--- src/rtl/riscv_pkg.sv ---
// Shared types and constants for the register-file writeback arbiter.
// The data width (XLEN) is fixed here so that the struct, the interface
// and the FIFO all agree on it.
package riscv_pkg;

    localparam int XLEN       = 32;
    localparam int REG_ADDR_W = 5;

    // One pending register-file write: destination and value.
    typedef struct packed {
        logic [REG_ADDR_W-1:0] rd;
        logic [XLEN-1:0]       data;
    } wb_req_t;

endpackage

--- src/rtl/wb_port_arbiter_if.sv ---
// Bundle of the writeback-port signals.
// The "master" modport is the pipeline/long-latency side that drives
// requests. The "slave" modport is the arbiter.
interface wb_port_arbiter_if;
    import riscv_pkg::*;

    logic                  RegWriteW;
    logic [REG_ADDR_W-1:0] RdW;
    logic [XLEN-1:0]       ResultW;
    logic                  issue_valid;
    logic [REG_ADDR_W-1:0] issue_rd;
    logic                  lat_valid;
    logic [REG_ADDR_W-1:0] lat_rd;
    logic [XLEN-1:0]       lat_data;
    logic                  lat_ready;
    logic                  rf_we;
    logic [REG_ADDR_W-1:0] rf_rd;
    logic [XLEN-1:0]       rf_wd;
    logic [31:0]           busy_vec;
    logic                  stall_req;

    modport master (
        output RegWriteW, RdW, ResultW, issue_valid, issue_rd,
               lat_valid, lat_rd, lat_data,
        input  lat_ready, rf_we, rf_rd, rf_wd, busy_vec, stall_req
    );

    modport slave (
        input  RegWriteW, RdW, ResultW, issue_valid, issue_rd,
               lat_valid, lat_rd, lat_data,
        output lat_ready, rf_we, rf_rd, rf_wd, busy_vec, stall_req
    );

endinterface

--- src/rtl/wb_fifo.sv ---
// Small synchronous FIFO that holds long-latency results until the
// register-file write port is free.
// The pointers carry one extra bit so that full and empty can be told apart.
module wb_fifo
    import riscv_pkg::*;
#(
    parameter int DEPTH = 2
)
(
    input  logic    clk,
    input  logic    rst,
    input  logic    push_i,
    input  wb_req_t pushData_i,
    input  logic    pop_i,
    output wb_req_t head_o,
    output logic    full_o,
    output logic    empty_o
);

    localparam int AW = $clog2(DEPTH);

    wb_req_t        mem_q [DEPTH];
    logic [AW:0]    wrPtr_q, wrPtr_d;
    logic [AW:0]    rdPtr_q, rdPtr_d;

    assign empty_o = (wrPtr_q == rdPtr_q);
    assign full_o  = (wrPtr_q[AW] != rdPtr_q[AW]) &&
                     (wrPtr_q[AW-1:0] == rdPtr_q[AW-1:0]);
    assign head_o  = mem_q[rdPtr_q[AW-1:0]];

    // Advance the pointers. Requests against a full or empty FIFO are ignored.
    always_comb begin
        wrPtr_d = wrPtr_q;
        rdPtr_d = rdPtr_q;
        if (push_i && !full_o) begin
            wrPtr_d = wrPtr_q + 1'b1;
        end
        if (pop_i && !empty_o) begin
            rdPtr_d = rdPtr_q + 1'b1;
        end
    end

    // Pointer registers. Reset empties the FIFO and discards its contents.
    always_ff @(posedge clk) begin
        if (!rst) begin
            wrPtr_q <= '0;
            rdPtr_q <= '0;
        end else begin
            wrPtr_q <= wrPtr_d;
            rdPtr_q <= rdPtr_d;
        end
    end

    // Storage needs no reset because empty pointers mask stale entries.
    always_ff @(posedge clk) begin
        if (rst && push_i && !full_o) begin
            mem_q[wrPtr_q[AW-1:0]] <= pushData_i;
        end
    end

endmodule

--- src/rtl/wb_port_arbiter.sv ---
// Register-file write-port arbiter.
// In-order W-stage writes always win. Out-of-order long-latency results
// queue in wb_fifo and drain on free cycles. A busy vector tracks the
// destinations that are still in flight. A starvation counter asks for a
// pipeline bubble when the queue head has been blocked too long.
// Optional feature: define WB_ARB_BYPASS_EN to let a long-latency result go
// straight to the register file when the port and the queue are both idle.
module wb_port_arbiter
    import riscv_pkg::*;
#(
    parameter int DEPTH        = 2,
    parameter int STARVE_LIMIT = 4
)
(
    input  logic              clk,
    input  logic              rst,
    wb_port_arbiter_if.slave  bus
);

    localparam int CW = $clog2(STARVE_LIMIT + 1);

    wb_req_t               fifoHead;
    wb_req_t               pushData;
    logic                  fifoFull;
    logic                  fifoEmpty;
    logic                  fifoPush;
    logic                  fifoPop;
    logic                  pipeValid;
    logic                  latReady;
    logic                  bypassHit;
    logic                  bypassWrite;

    logic                  rfWe;
    logic [REG_ADDR_W-1:0] rfRd;
    logic [XLEN-1:0]       rfWd;
    logic [REG_ADDR_W-1:0] lastRd_q;
    logic [XLEN-1:0]       lastWd_q;

    logic [31:0]           busy_q, busy_d;
    logic [31:0]           setVec, clrVec;
    logic [CW-1:0]         starveCnt_q, starveCnt_d;
    logic                  stall_q, stall_d;

    // A W-stage write to x0 is discarded, so it never claims the port.
    assign pipeValid = bus.RegWriteW && (bus.RdW != '0);

    // Acceptance uses registered occupancy only. A full queue stays closed
    // even when it pops in the same cycle.
    assign latReady  = rst && !fifoFull;

`ifdef WB_ARB_BYPASS_EN
    assign bypassHit = rst && !pipeValid && fifoEmpty && bus.lat_valid;
`else
    assign bypassHit = 1'b0;
`endif

    assign bypassWrite = bypassHit && (bus.lat_rd != '0);

    // Results aimed at x0 are accepted but never stored.
    assign fifoPush  = bus.lat_valid && latReady && (bus.lat_rd != '0) && !bypassHit;
    assign fifoPop   = rst && !pipeValid && !fifoEmpty;
    assign pushData  = '{rd: bus.lat_rd, data: bus.lat_data};

    wb_fifo #(
        .DEPTH      (DEPTH)
    ) u_fifo (
        .clk        (clk),
        .rst        (rst),
        .push_i     (fifoPush),
        .pushData_i (pushData),
        .pop_i      (fifoPop),
        .head_o     (fifoHead),
        .full_o     (fifoFull),
        .empty_o    (fifoEmpty)
    );

    // Port mux: pipeline first, then queue head, then bypass.
    // When idle, the address and data buses repeat the last write.
    always_comb begin
        rfWe = 1'b0;
        rfRd = lastRd_q;
        rfWd = lastWd_q;
        if (!rst) begin
            rfRd = '0;
            rfWd = '0;
        end else if (pipeValid) begin
            rfWe = 1'b1;
            rfRd = bus.RdW;
            rfWd = bus.ResultW;
        end else if (!fifoEmpty) begin
            rfWe = 1'b1;
            rfRd = fifoHead.rd;
            rfWd = fifoHead.data;
        end else if (bypassWrite) begin
            rfWe = 1'b1;
            rfRd = bus.lat_rd;
            rfWd = bus.lat_data;
        end
    end

    // Remember the last driven address and data for the idle hold value.
    always_ff @(posedge clk) begin
        if (!rst) begin
            lastRd_q <= '0;
            lastWd_q <= '0;
        end else if (rfWe) begin
            lastRd_q <= rfRd;
            lastWd_q <= rfWd;
        end
    end

    // Scoreboard update. Issue sets a bit and a long-latency write clears it.
    // The set is applied last, so it wins a same-register collision.
    always_comb begin
        setVec = '0;
        clrVec = '0;
        if (bus.issue_valid && (bus.issue_rd != '0)) begin
            setVec[bus.issue_rd] = 1'b1;
        end
        if (fifoPop || bypassWrite) begin
            clrVec[rfRd] = 1'b1;
        end
        busy_d = (busy_q & ~clrVec) | setVec;
    end

    // Starvation counter. It counts cycles in which a queued result lost the
    // port and saturates at the limit. The stall request is the registered
    // "at limit" flag, so it holds until a pop clears the count.
    always_comb begin
        starveCnt_d = starveCnt_q;
        if (fifoEmpty || fifoPop) begin
            starveCnt_d = '0;
        end else if (starveCnt_q != CW'(STARVE_LIMIT)) begin
            starveCnt_d = starveCnt_q + 1'b1;
        end
        stall_d = (starveCnt_d == CW'(STARVE_LIMIT));
    end

    // State registers for the scoreboard and the starvation logic.
    always_ff @(posedge clk) begin
        if (!rst) begin
            busy_q      <= '0;
            starveCnt_q <= '0;
            stall_q     <= 1'b0;
        end else begin
            busy_q      <= busy_d;
            starveCnt_q <= starveCnt_d;
            stall_q     <= stall_d;
        end
    end

    assign bus.lat_ready = latReady;
    assign bus.rf_we     = rfWe;
    assign bus.rf_rd     = rfRd;
    assign bus.rf_wd     = rfWd;
    assign bus.busy_vec  = busy_q;
    assign bus.stall_req = stall_q;

endmodule

--- src/flat_wrapper.sv ---
// flat-port wrapper written by rule: the top's interface ports become plain ports
module wb_port_arbiter_flat import riscv_pkg::*;
#(
    parameter int DEPTH        = 2,
    parameter int STARVE_LIMIT = 4
)
  (clk, rst, bus_RegWriteW, bus_RdW, bus_ResultW, bus_issue_valid, bus_issue_rd, bus_lat_valid, bus_lat_rd, bus_lat_data, bus_lat_ready, bus_rf_we, bus_rf_rd, bus_rf_wd, bus_busy_vec, bus_stall_req);
  wb_port_arbiter_if bus_i ();
  input  logic clk;
  input  logic rst;
  input wire logic [$bits(bus_i.RegWriteW)-1:0] bus_RegWriteW;
  input wire logic [$bits(bus_i.RdW)-1:0] bus_RdW;
  input wire logic [$bits(bus_i.ResultW)-1:0] bus_ResultW;
  input wire logic [$bits(bus_i.issue_valid)-1:0] bus_issue_valid;
  input wire logic [$bits(bus_i.issue_rd)-1:0] bus_issue_rd;
  input wire logic [$bits(bus_i.lat_valid)-1:0] bus_lat_valid;
  input wire logic [$bits(bus_i.lat_rd)-1:0] bus_lat_rd;
  input wire logic [$bits(bus_i.lat_data)-1:0] bus_lat_data;
  output wire logic [$bits(bus_i.lat_ready)-1:0] bus_lat_ready;
  output wire logic [$bits(bus_i.rf_we)-1:0] bus_rf_we;
  output wire logic [$bits(bus_i.rf_rd)-1:0] bus_rf_rd;
  output wire logic [$bits(bus_i.rf_wd)-1:0] bus_rf_wd;
  output wire logic [$bits(bus_i.busy_vec)-1:0] bus_busy_vec;
  output wire logic [$bits(bus_i.stall_req)-1:0] bus_stall_req;
  assign bus_i.RegWriteW = bus_RegWriteW;
  assign bus_i.RdW = bus_RdW;
  assign bus_i.ResultW = bus_ResultW;
  assign bus_i.issue_valid = bus_issue_valid;
  assign bus_i.issue_rd = bus_issue_rd;
  assign bus_i.lat_valid = bus_lat_valid;
  assign bus_i.lat_rd = bus_lat_rd;
  assign bus_i.lat_data = bus_lat_data;
  assign bus_lat_ready = bus_i.lat_ready;
  assign bus_rf_we = bus_i.rf_we;
  assign bus_rf_rd = bus_i.rf_rd;
  assign bus_rf_wd = bus_i.rf_wd;
  assign bus_busy_vec = bus_i.busy_vec;
  assign bus_stall_req = bus_i.stall_req;
  wb_port_arbiter #(.DEPTH(DEPTH), .STARVE_LIMIT(STARVE_LIMIT)) u_core (.clk(clk), .rst(rst), .bus(bus_i));
endmodule
--- config.mk ---
export PLATFORM = sky130hd
export DESIGN_NAME = wb_port_arbiter_flat
export DESIGN_NICKNAME = d
export VERILOG_FILES = /design/src/rtl/riscv_pkg.sv /design/src/rtl/wb_port_arbiter_if.sv /design/src/rtl/wb_fifo.sv /design/src/rtl/wb_port_arbiter.sv /design/src/flat_wrapper.sv
export SDC_FILE = /design/constraint.sdc
export NUM_CORES = 1
export LEC_CHECK = 0
export CORE_UTILIZATION = 55
export CTS_CLUSTER_SIZE = 16
export DETAILED_ROUTE_END_ITERATION = 6
export DONT_BUFFER_PORTS = 1
export MAX_ROUTING_LAYER = met4
export PLACE_DENSITY = 0.7
export SLEW_MARGIN = 40
export SYNTH_ARGS = -nofsm -noshare
export SYNTH_HDL_FRONTEND = slang
export SYNTH_SLANG_ARGS = --single-unit
--- constraint.sdc ---
create_clock -name clk -period 6.05 [get_ports clk]
set_clock_uncertainty 0.2 [all_clocks]
set_input_delay 0.3025 -clock clk [delete_from_list [all_inputs] [get_ports clk]]
set_output_delay 0.3025 -clock clk [all_outputs]
set_load 0.03 [all_outputs]
Word-level counts from Yosys, hierarchy flattened --
Memory sizes are Yosys's and may differ from the RTL's. A register that Yosys moved wholly into a read port is not among the register bits. Cells that the tools add are included. Widths: inputs -> output; s select.
Word-level totals: bits in writable memories 74, memories kept 1, output and inout bits 72, logic and storage cells 65, register bits after elaboration 77
Memories:
- u_core.u_fifo.mem_q | words 2, bits a word 37, read ports 1, clocked after memory_dff 1, wr ports 1, line wb_fifo.sv:22 | wb_req_t mem_q [DEPTH];
Operators by class: multiplexer cells 21, equal/unequal tests 5, reductions and logical operators 21, bitwise logic cells 3, add/subtract/negate cells 3, order comparisons 4
Operators by type and width (count):
- $mux 32 | 5
- $and 32x32->32 | 1
- $not 32->32 | 1
- $or 32x32->32 | 1
- $mux 5 | 3
- $reduce_bool 5->1 | 3
- $logic_and 1x1->1 | 14
- $lt 5x6->1 const B | 2
- $demux 1 s5 | 2
- $ge 5x1->1 const B | 2
- $mux 1 | 9
- $mux 3 | 2
- $add 2x1->2 const B | 2
- $add 3x1->3 const B | 1
- $eq 3x3->1 const B | 1
- $logic_not 1->1 | 3
- $ne 3x3->1 const B | 1
- $eq 2x2->1 | 1
- $eq 1x1->1 | 1
- $logic_or 1x1->1 | 1
- $ne 1x1->1 | 1

Logic depth before layout (Yosys ltp) --
Gate-level depths: netlist of the first run.
depth after elaboration 12, depth in mapped cells 7

Cells and area by module --
A second synthesis of the first run with hierarchy kept.
Unflattened totals: cells, all modules 575, area total of the unflattened synthesis 6837.8 um2
Modules (own cells, without submodules):
- wb_port_arbiter | cells each 426, instances 1, area an instance 3898.7 um2
- wb_fifo | cells each 149, instances 1, area an instance 2939.1 um2

Least setup slack after synthesis of the first run --
OpenSTA, ideal clock, no wires.
path kind reg2reg, start register u_core.u_fifo.rdPtr_q[1], end memory u_core.u_fifo.mem_q[1][0] in the netlist's numbering (enable), data arrival time 3.546 ns, buffers on the path 0, required time 5.368 ns, slack 1.822 ns, cell stages (with the launch flop) 4, cells stage by stage dfxtp_1 > xnor2_1 > o21ai_0 > nor3_1
Between the ends: longest elaborated chain between the ends 10
RTL lines:
- from (decl) | line wb_fifo.sv:24 | logic [AW:0] rdPtr_q, rdPtr_d;
- from (signal assigned) | line wb_fifo.sv:50 | rdPtr_q <= rdPtr_d;
- $ne 1x1->1 * | line wb_fifo.sv:27 | assign full_o = (wrPtr_q[AW] != rdPtr_q[AW]) &&
- $logic_and 1x1->1 * | line wb_fifo.sv:27
- $logic_not 1->1 * | line wb_fifo.sv:56, wb_port_arbiter.sv:49
- $logic_and 1x1->1 | line wb_port_arbiter.sv:49 | assign latReady = rst && !fifoFull;
- $logic_and 1x1->1 (2 in series) | line wb_port_arbiter.sv:60 | assign fifoPush = bus.lat_valid && latReady && (bus.lat_rd != '0) && !bypassHit;
- $logic_and 1x1->1 | line wb_fifo.sv:56 | if (rst && push_i && !full_o) begin
- $logic_and 1x1->1 * | line wb_fifo.sv:56
- $mux 1 * | line wb_fifo.sv:56
- $mux 1 (implied by the code) * | line wb_fifo.sv:57 | mem_q[wrPtr_q[AW-1:0]] <= pushData_i;
- to (decl) | line wb_fifo.sv:22
Mark *: on every way between the ends. The rest lies on a longest branch, timed or not.

Worst setup path after layout of the first run --
start register u_core.u_fifo.rdPtr_q[1], end output port bus_rf_rd[3]
Between the ends: longest elaborated chain between the ends 4
RTL lines:
- $eq 2x2->1 | line wb_fifo.sv:26 | assign empty_o = (wrPtr_q == rdPtr_q);
- $mux 5 | line wb_port_arbiter.sv:90 | end else if (!fifoEmpty) begin
- $mux 5 | line wb_port_arbiter.sv:86 | end else if (pipeValid) begin
- $mux 5 | line wb_port_arbiter.sv:83 | if (!rst) begin
- to (decl) | line flat_wrapper.sv:21 | output wire logic [$bits(bus_i.rf_rd)-1:0] bus_rf_rd;
Every way passes these cells.

==> impl_results.md, run 1 <==
- Die X-Extent: 110 um
- Largest net degree at the start of global routing: 87
- PostCTS Resize Cnt: 0
- Maximum capacitance violations: 0
- Mapped Nets: 691
- # rows: 38
- Post-Place Cells: 714
- I/O Pins: 156
- Antenna diode count: 0
- Post-DP HPWL: 9.20 mm
- CTS Buffer Depth: 2
- Initial antenna violation count: 0
- Hold Crit Class: primary input to flop
- Routed Wire Length: 15.5 mm
- Pwr Total: 2.76 mW
- Clock sink count: 152
- Arrival @ worst endpoint: 2790 ps
- Num CTS Buffers: 17
- Vias/cell: 5.94
- Final setup margin: 2760 ps
- Vias: 4,928
- Leakage: 2.72 nW
- Final design utilization: 71.9%
- M1 GR Usage: 29.2%
- Yosys cell types: 47
- CTS root buf: clkbuf_16
- Final setup vio count: 0
- Synthesis-to-finish area growth: 25.1%
- Unrepaired setup endpoints after global routing: no
- H-tree levels: 4
- Postcts setup bufs: 0
- YS warnings: 0
- Final ANT Viol Nets: 0
- TritonCTS clock tree: yes
- Nets@finish: 762
- Grt met3 use: 8.12%
- Met2 usage: 46.5%
- Slew @ Worst Pin: 863 ps
- Port Buffer Count: 0
- Core ar.: 11,100 um^2
- Pwr Density: 346 nW/um^2
- Drt first-iter violations: 369
- Outcome: finished clean
- Final worst-path cycle share: 54.4%
- Nature of the critical path startpoint: flop
- Synthesis-stage register bit count: 152
- Peak VDD IR: 0.275 mV
- Tot GR Track Use: 27.3%
- Initial core utilization: 57.5%
- Mapped cell area: 6370 um^2
- Number of global-route vias before repair: 4,799
- Setup TNS: 0 ps
- Worst EP required: 5550 ps
- Average size of a mapped cell: 10.5 um^2
- Wire per inst: 18.7 um
- Final Max Tran Viols: 0
- CP max FO: 67
- Drt pass-1 iters: 6
- Crit Path Category: flop to output port
- Seq/Total Area, Yosys: 59.4%
- Global-route wire length before repair: 23.4 mm
- Worst-Skew Late Latency: 420 ps
- Max Clk Rate: 304 MHz
- Die area: 12,000 um^2
- Predominant post-synthesis flop cell: dfxtp_1
- DRC errors left: 0
- Tmin final: 3290 ps
- Hold Vio Cnt, Final: 0
- Relative slew slack: 42.3%
- Reg clk slew, reported paths: 60 ps
- Die Ht: 110 um
- Post-Layout Cell Count: 829
- Grt peak-use layer: met2
- Share of flip-flops with an asynchronous set or reset: 0%
- Post-synthesis instance total: 605
- RePlAce Congestion: 0.861
- Layout cells sized above 1: 7.69%
- Crit. End Element: output port
- Placement Setup Slack: 3170 ps
- GR Overflow Total: 0
- Post-synth EDFFs: 74
- # fillers: 755
-- per-layer routing --
metal  up-vias  share of wire [%]
met5         -                  0
met4         0                1.6
met3        20                6.8
met2       181                 51
met1      2354                 41
li1       2373                  -
-- worst max-delay path: stages (launching register included) --
cell and delay, ps:
dfxtp_1 340, xnor2_1 390, nand2_2 220, buf_4 400, a221oi_2 610, and2_1 390
-- state kept, by name, summed over array words and instances (netlist names), named ones only --
register and cells:
u_core.u_fifo.mem_q 74, u_core.bus.busy_vec 32, u_core.lastWd_q 32, u_core.lastRd_q 5, u_core.starveCnt_q 3, u_core.u_fifo.rdPtr_q 2, u_core.u_fifo.wrPtr_q 2, u_core.bus.stall_req 1
-- metrics by stage --
stage	area [um^2]	hold slack (ps)
CTS	7960	7.72
finish	7970	26.5
global route	7970	35.4
detailed placement	6510	201
floorplan	6370	201
global placement	6450	201
-- logic make-up (layout without fill, tap and decap cells) --
group                      count (synthesis)  in the layout  share of synthesized area [%]
AOI/OAI and AO/OA                        182            182                           17.6
and+or+nand+nor                          181            181                           13.0
DFF                                      152            152                           59.4
buffers and inverters                     43            127                           2.63
muxes                                     37             37                           5.85
xor gates and xnor gates                   8              8                           1.10
adders and majority gates                  2              2                          0.393
-- cell type report --
class                           instances  area, um^2  area share [%]
Sequential cell                       152        3780            47.5
Clock inverter                         12         176            2.21
Multi-Input combinational cell        410        2440            30.6
Tap cell                              140         175            2.20
Inverter                                5        18.8           0.236
Timing Repair Buffer                   90         927            11.6
Clock buffer                           20         447            5.61
-- report_power, final --
part	internal, mW	switching (mW)	total [mW]	leakage [nW]
clock network	0.701	0.399	1.10	0.300
logic	0.163	0.315	0.478	1.10
registers	1.14	0.0399	1.18	1.32
-- path summary, 6_finish.rpt --
path	start	to	slack (ps)	depth (start not counted)
hold / removal	bus_issue_rd[1]	u_core.bus.busy_vec[22]	30	3
hold reg to reg	u_core.u_fifo.wrPtr_q[1]	u_core.u_fifo.wrPtr_q[1]	380	2
setup reg to reg	flop	u_core.bus.busy_vec[14]	3080	6
setup / recovery	u_core.u_fifo.rdPtr_q[1]	bus_rf_rd[3]	2760	5
-- cell usage in the layout (no fill, tap or decap), types with 3 or more instances in the layout --
| cell | Yosys | layout |
|---|---|---|
| o22ai_1 | 5 | 5 |
| nand2_1 | 96 | 95 |
| nand2b_1 | 7 | 7 |
| edfxtp_1 | 74 | 74 |
| dfxtp_1 | 78 | 77 |
| a32o_1 | 9 | 9 |
| nor3_1 | 12 | 10 |
| nand3_1 | 8 | 8 |
| o21a_1 | 5 | 5 |
| o21ai_0 | 25 | 25 |
| o211ai_1 | 34 | 34 |
| buf_4 | 0 | 4 |
| bufinv_16 | 0 | 4 |
| xnor2_1 | 4 | 4 |
| and2_1 | 7 | 7 |
| clkinv_2 | 0 | 3 |
| nor2_1 | 29 | 29 |
| inv_1 | 5 | 4 |
| dlygate4sd3_1 | 0 | 83 |
| nand4_1 | 4 | 4 |
| clkbuf_16 | 0 | 17 |
| xor2_1 | 4 | 4 |
| nor2b_1 | 4 | 4 |
| mux2i_1 | 35 | 35 |
| a21oi_1 | 90 | 90 |
-- timing repair --
item / 4_1_cts / 5_1_grt
setup endpoints to repair: 0 / 0
hold buffers: 83 / 0
hold endpoints to repair: 145 / 0
-- synthesized netlist by cell type (all sizes together), types with 2 or more instances --
| library cell | instances | area, um^2 |
|---|---|---|
| mux2i | 35 | 350 |
| ha | 2 | 25.0 |
| buf | 8 | 36.3 |
| nand2 | 96 | 360 |
| o21a | 6 | 52.6 |
| and2 | 7 | 43.8 |
| o21ai | 26 | 134 |
| a211oi | 2 | 15.0 |
| a21oi | 90 | 450 |
| nand4 | 4 | 25.0 |
| clkbuf | 30 | 113 |
| xnor2 | 4 | 35.0 |
| nand2b | 7 | 43.8 |
| mux2 | 2 | 22.5 |
| nor2 | 29 | 109 |
| a32o | 9 | 90.1 |
| edfxtp | 74 | 2220 |
| nor4 | 3 | 25.0 |
| inv | 5 | 18.8 |
| nor3 | 13 | 76.3 |
| o211ai | 34 | 255 |
| or4 | 4 | 37.5 |
| a31oi | 2 | 12.5 |
| xor2 | 4 | 35.0 |
| and3 | 2 | 12.5 |
| dfxtp | 78 | 1560 |
| nor2b | 4 | 25.0 |
| o22ai | 5 | 31.3 |
| nand3 | 8 | 40.0 |
(Power assumes the default switching activity.)
==> run 2, diff against run 1 <==
--- a/config.mk
+++ b/config.mk
@@ -10,7 +10,7 @@
 export DETAILED_ROUTE_END_ITERATION = 6
 export DONT_BUFFER_PORTS = 1
 export MAX_ROUTING_LAYER = met4
-export PLACE_DENSITY = 0.7
+export PLACE_DENSITY = 0.73
 export SLEW_MARGIN = 40
 export SYNTH_ARGS = -nofsm -noshare
 export SYNTH_HDL_FRONTEND = slang
==> constraint.sdc (replaced) <==
create_clock -name clk -period 2.9 [get_ports clk]
set_clock_uncertainty 0.2 [all_clocks]
set_input_delay 0.145 -clock clk [delete_from_list [all_inputs] [get_ports clk]]
set_output_delay 0.145 -clock clk [all_outputs]
set_load 0.03 [all_outputs]
==> impl_results.md, run 2 (synthesis results as in run 1) <==
- Hold Crit Class: primary input to flop
- GR Overflow Total: 0 (unchanged)
- Max incr delay on CP: 840 ps (+230 ps)
- Final setup vio count: 0 (unchanged)
- Crit. End Element: flop
- CTS root buf: clkbuf_16
- Wire per inst: 19.1 um (+2.0%)
- Tmin final: 2880 ps
- Slew @ Worst Pin: 885 ps (+22.3 ps)
- Relative slew slack: 40.7% (-1.6 points)
- Leakage: 3.08 nW (+13%)
- Port Buffer Count: 0 (unchanged)
- Critical Path Source: rst
- Met3 wire len: 1.55 mm (+47%)
- Post-Place Cells: 752 (+5.3%)
- Peak VDD IR: 0.597 mV (+120%)
- Number of flip-flops in the largest register: 74 (unchanged)
- Hold Vio Cnt, Final: 0 (unchanged)
- Max layer used: met4
- Post-DP HPWL: 9.77 mm (+6.2%)
- Drt pass-1 iters: 6 (unchanged)
- Die Ht: 110 um (unchanged)
- Pwr Density: 687 nW/um^2 (+99%)
- Initial antenna violation count: 0 (unchanged)
- Placement Setup Slack: 485 ps (-2690 ps)
- Die area: 12,000 um^2 (unchanged)
- I/O Pins: 156 (unchanged)
- TritonCTS clock tree: yes
- # rows: 38 (unchanged)
- Number of global-route vias before repair: 5,535 (+15%)
- Crit-path slowest cell: dlygate4sd3_1
- Metal-1 WL: 6.29 mm (-0.25%)
- Design area: 8560 um^2 (+7.4%)
- Hold_sp: bus_RegWriteW
- RePlAce Congestion: 0.849 (-1.4%)
- Maximum capacitance violations: 0 (unchanged)
- Critical Path Most Common Cell: dlygate4sd3_1
- Crit Path Category: primary input to flop
- Vias: 5,444 (+10%)
- Layout cells sized above 1: 12.0% (+4.3 points)
- Unrepaired setup endpoints after global routing: yes
- Largest net degree at the start of global routing: 46 (-47%)
- Post-DP Area: 6770 um^2 (+4.0%)
- CP bufs+invs: 3 (+2)
- Pwr Total: 5.88 mW (+110%)
- Worst-Skew Late Latency: 430 ps (about the same)
- Final Max Tran Viols: 0 (unchanged)
- Routed wl met2: 8.86 mm (+12%)
- Reg2reg start: u_core.u_fifo.wrPtr_q[0]
- Nets@finish: 832 (+9.2%)
- Nature of the critical path startpoint: primary input
- CTS Buffer Depth: 2 (unchanged)
- Tot GR Track Use: 30.5% (+3.2 points)
- Final setup margin: 15.4 ps (-2740 ps)
- Post-Layout Cell Count: 900 (+8.6%)
- Reg clk slew, reported paths: 60 ps (about the same)
- Initial core utilization: 57.5% (unchanged)
- Final worst-path cycle share: 99.5%
- Final ANT Viol Nets: 0 (unchanged)
- Drt first-iter violations: 539 (+46%)
- Top delay family on crit path: buffers and inverters
- # fillers: 661 (-12%)
- Crit path cell chain: dlygate4sd3_1 > inv_2 > or4_1 > dlygate4sd3_1 > o22ai_1
- Most frequent cells in the layout: dlygate4sd3_1 (115), nand2_1 (95), a21oi_1 (89), dfxtp_1 (77), edfxtp_1 (74)
- Arrival @ worst endpoint: 3010 ps (+220 ps)
- H-tree levels: 4 (unchanged)
- Commonest non-fill, non-tap cell in the layout: dlygate4sd3_1
- Global-route wire length before repair: 26.4 mm (+13%)
- Setup TNS: 0 ps (unchanged)
- Vias/cell: 6.05 (+1.8%)
- Max Clk Rate: 347 MHz
- Num CTS Buffers: 17 (unchanged)
- Core ar.: 11,100 um^2 (unchanged)
- CP max FO: 43 (-36%)
- Clock sink count: 152 (unchanged)
- Synthesis-to-finish area growth: 34.4%
- Outcome: finished clean
- Worst EP required: 3030 ps (-2520 ps)
- DRC errors left: 0 (unchanged)
- Die X-Extent: 110 um (unchanged)
- Routed Wire Length: 17.2 mm (+11%)
run 2: final timing paths:
check,slack (ps),endpoint,depth (start not counted)
hold reg to reg,390,u_core.lastWd_q[24],2
setup / recovery,20,u_core.bus.busy_vec[2],5
setup reg to reg,120,u_core.bus.busy_vec[1],6
hold / removal,40,u_core.starveCnt_q[0],2
run 2: layout make-up:
class                           count  area (um^2)  share of cell area [%]
Antenna cell                        1         2.50                  0.0292
Clock buffer                       22          464                    5.42
Clock inverter                     10          149                    1.74
Inverter                            5         18.8                   0.219
Multi-Input combinational cell    410         2470                    28.9
Sequential cell                   152         3790                    44.3
Tap cell                          140          175                    2.05
Timing Repair Buffer              160         1490                    17.4
run 2: worst reg2reg max path: stages (launching register included):
cell and delay (ps):
dfxtp_1 460, xor2_1 300, o21ai_1 240, or4_4 600
nor3_1 190, o22ai_1 100, dlygate4sd3_1 580
run 2: timing repair:
action / 4_1_cts / 5_1_grt
endpoints found under the hold margin: 148 / 0
endpoints found under the setup margin: 0 / 26
hold buffers: 115 / 0
buffers inserted: 0 / 0
gates resized for setup: 0 / 4
run 2: power by group:
group / total (mW) / switching (mW) / internal (mW)
clock: 2.28 / 0.810 / 1.47
combinational: 1.14 / 0.707 / 0.436
sequential: 2.45 / 0.0768 / 2.38
run 2: through the flow:
step	util, %	hold WS (ps)
3_3_place_gp	61.1	43.9
4_1_cts	77.0	8.78
6_report	77.3	40.4
3_5_place_dp	61.1	43.9
2_1_floorplan	-	43.9
5_1_grt	77.2	53.4
run 2: per-layer routing:
metal	GRT usage (%)	vias to the layer above
li1	-	2507
met1	31.2	2589
met2	54.0	294
met3	8.60	54
met4	14.5	0
met5	-	-
==> run 3, diff against run 2 <==
--- a/config.mk
+++ b/config.mk
@@ -5,6 +5,7 @@
 export SDC_FILE = /design/constraint.sdc
 export NUM_CORES = 1
 export LEC_CHECK = 0
+export CORE_MARGIN = 1.5
 export CORE_UTILIZATION = 55
 export CTS_CLUSTER_SIZE = 16
 export DETAILED_ROUTE_END_ITERATION = 6
==> impl_results.md, run 3 (synthesis results as in run 1) <==
- Outcome: finished clean
- Clock sink count: 152 (unchanged)
- Metal-1 WL: 6.39 mm (+1.5%)
- H-tree levels: 4 (unchanged)
- Post-DP HPWL: 9.92 mm (+1.5%)
- Number of global-route vias before repair: 5,448 (-1.6%)
- Final setup vio count: 0 (unchanged)
- I/O Pins: 156 (unchanged)
- Nature of the critical path startpoint: primary input
- Setup TNS: 0 ps (unchanged)
- Crit Path Category: primary input to output port
- Register area: 3780 um^2 (about the same)
- RePlAce Congestion: 0.869 (+2.5%)
- Global-route wire length before repair: 26.6 mm (+0.60%)
- Final Max Tran Viols: 0 (unchanged)
- Initial antenna violation count: 0 (unchanged)
- Final worst-path cycle share: 95.5% (-3.9 points)
- Max Clk Rate: 361 MHz (+4.1%)
- Wire per inst: 19.0 um (-0.27%)
- Crit-path slowest cell: dlygate4sd3_1
- Hold Crit Class: primary input to flop
- DRC errors left: 0 (unchanged)
- Postcts setup bufs: 0 (unchanged)
- CTS root buf: clkbuf_16
- Worst-Skew Late Latency: 420 ps (about the same)
- CTS Buffer Depth: 2 (unchanged)
- Routed wl met2: 8.45 mm (-4.7%)
- Largest net degree at the start of global routing: 48 (+4.3%)
- Worst EP required: 2560 ps (-470 ps)
- GR Overflow Total: 0 (unchanged)
- Drt first-iter violations: 463 (-14%)
- Reg clk slew, reported paths: 60 ps (about the same)
- Tot GR Track Use: 28.4% (-2.1 points)
- Relative slew slack: 39.7% (-1.0 points)
- Antenna diode count: 0 (-1)
- Max layer used: met4
- Met3 wire len: 1.28 mm (-17%)
- Final ANT Viol Nets: 0 (unchanged)
- Slew @ Worst Pin: 901 ps (+15.3 ps)
- Max incr delay on CP: 670 ps (-170 ps)
- Pwr Total: 5.84 mW (-0.74%)
- Die area: 12,200 um^2 (+1.8%)
- TritonCTS clock tree: yes
- Peak VDD IR: 0.521 mV (-13%)
- Arrival @ worst endpoint: 2430 ps (-580 ps)
- CP max FO: 40 (-7.0%)
- Hold Vio Cnt, Final: 0 (unchanged)
- Die Ht: 111 um (+0.91%)
- Vias/cell: 6.04 (-0.13%)
- Crit path cell chain: dlygate4sd3_1 > o21ai_4 > dlygate4sd3_1 > buf_12 > a31oi_1
- Crit. End Element: output port
- Tmin final: 2770 ps (-114 ps)
- # fillers: 743 (+12%)
- Leakage: 2.95 nW (-4.1%)
- Core ar.: 11,400 um^2 (+2.6%)
- Initial core utilization: 56.0% (-1.5 points)
- Number of flip-flops in the largest register: 74 (unchanged)
- Vias: 5,304 (-2.6%)
- Post-DP Area: 6780 um^2 (+0.20%)
- Commonest non-fill, non-tap cell in the layout: nand2_1
- Maximum capacitance violations: 0 (unchanged)
- Unrepaired setup endpoints after global routing: no
- Routed Wire Length: 16.7 mm (-2.7%)
- Nets@finish: 808 (-2.9%)
- Num CTS Buffers: 17 (unchanged)
- Footprint of the multi-input gates: 2470 um^2 (-0.10%)
- Die X-Extent: 111 um (+0.91%)
- Pwr Density: 700 nW/um^2 (+1.9%)
- Critical Path Most Common Cell: dlygate4sd3_1
- Synthesis-to-finish area growth: 30.9%
- # rows: 39 (+2.6%)
- Most frequent cells in the layout: nand2_1 (95), dlygate4sd3_1 (92), a21oi_1 (90), dfxtp_1 (77), edfxtp_1 (74)
- Drt pass-1 iters: 5 (-1)
- Layout cells sized above 1: 12.2% (+0.26 points)
- Port Buffer Count: 0 (unchanged)
- Design area: 8330 um^2 (-2.6%)
-- run 3: path summary, 6_finish.rpt --
check	endpoint	depth (start not counted)	start	slack [ps]
max	bus_rf_we	5	bus_RegWriteW	130
min reg2reg	u_core.lastWd_q[15]	2	u_core.lastWd_q[15]	400
max reg2reg	u_core.u_fifo.wrPtr_q[0]	6	u_core.u_fifo.wrPtr_q[0]	440
min	u_core.bus.busy_vec[31]	3	rst	1
-- run 3: where the power goes --
group	leakage (nW)	switching [mW]	internal, mW
registers	1.32	0.0718	2.38
clock network	0.298	0.816	1.43
logic	1.33	0.713	0.426
total	2.95	1.60	4.24
-- run 3: worst max-delay path, delay by kind of cell --
| kind | cells | cell delay (ps) |
|---|---|---|
| buffers and inverters | 3 | 1520 |
| AO/OA/AOI/OAI | 2 | 750 |
-- run 3: per-stage QoR --
stage	util, %	std cells	setup slack (ps)	hold WS, ps
final	73.3	878	130	1.33
after CTS	73.2	878	40.5	6.98
after floorplan	-	605	-176	43.9
after global routing	73.3	878	38.4	20.7
after detailed placement	59.6	753	530	44.0
after global placement	59.6	753	570	44.0
-- run 3: layout make-up --
type                    instances  share of cell area [%]
flip-flops and latches        152                    45.4
clock inverters                 9                    1.44
repair buffers                136                    15.3
well taps                     143                    2.15
clock buffers                  23                    5.85
multi-input cells             410                    29.6
inverters                       5                   0.225
-- run 3: repair_timing --
item,CTS,global route
hold buffers,93,0
resized for setup,0,3
setup endpoints to repair,0,28
endpoints found under the hold margin,153,0
-- run 3: per-layer routing --
metal  global-route usage (%)  vias up
li1                         -     2459
met1                     31.3     2526
met2                     47.3      261
met3                     7.52       58
met4                     14.9        0
met5                        -        -
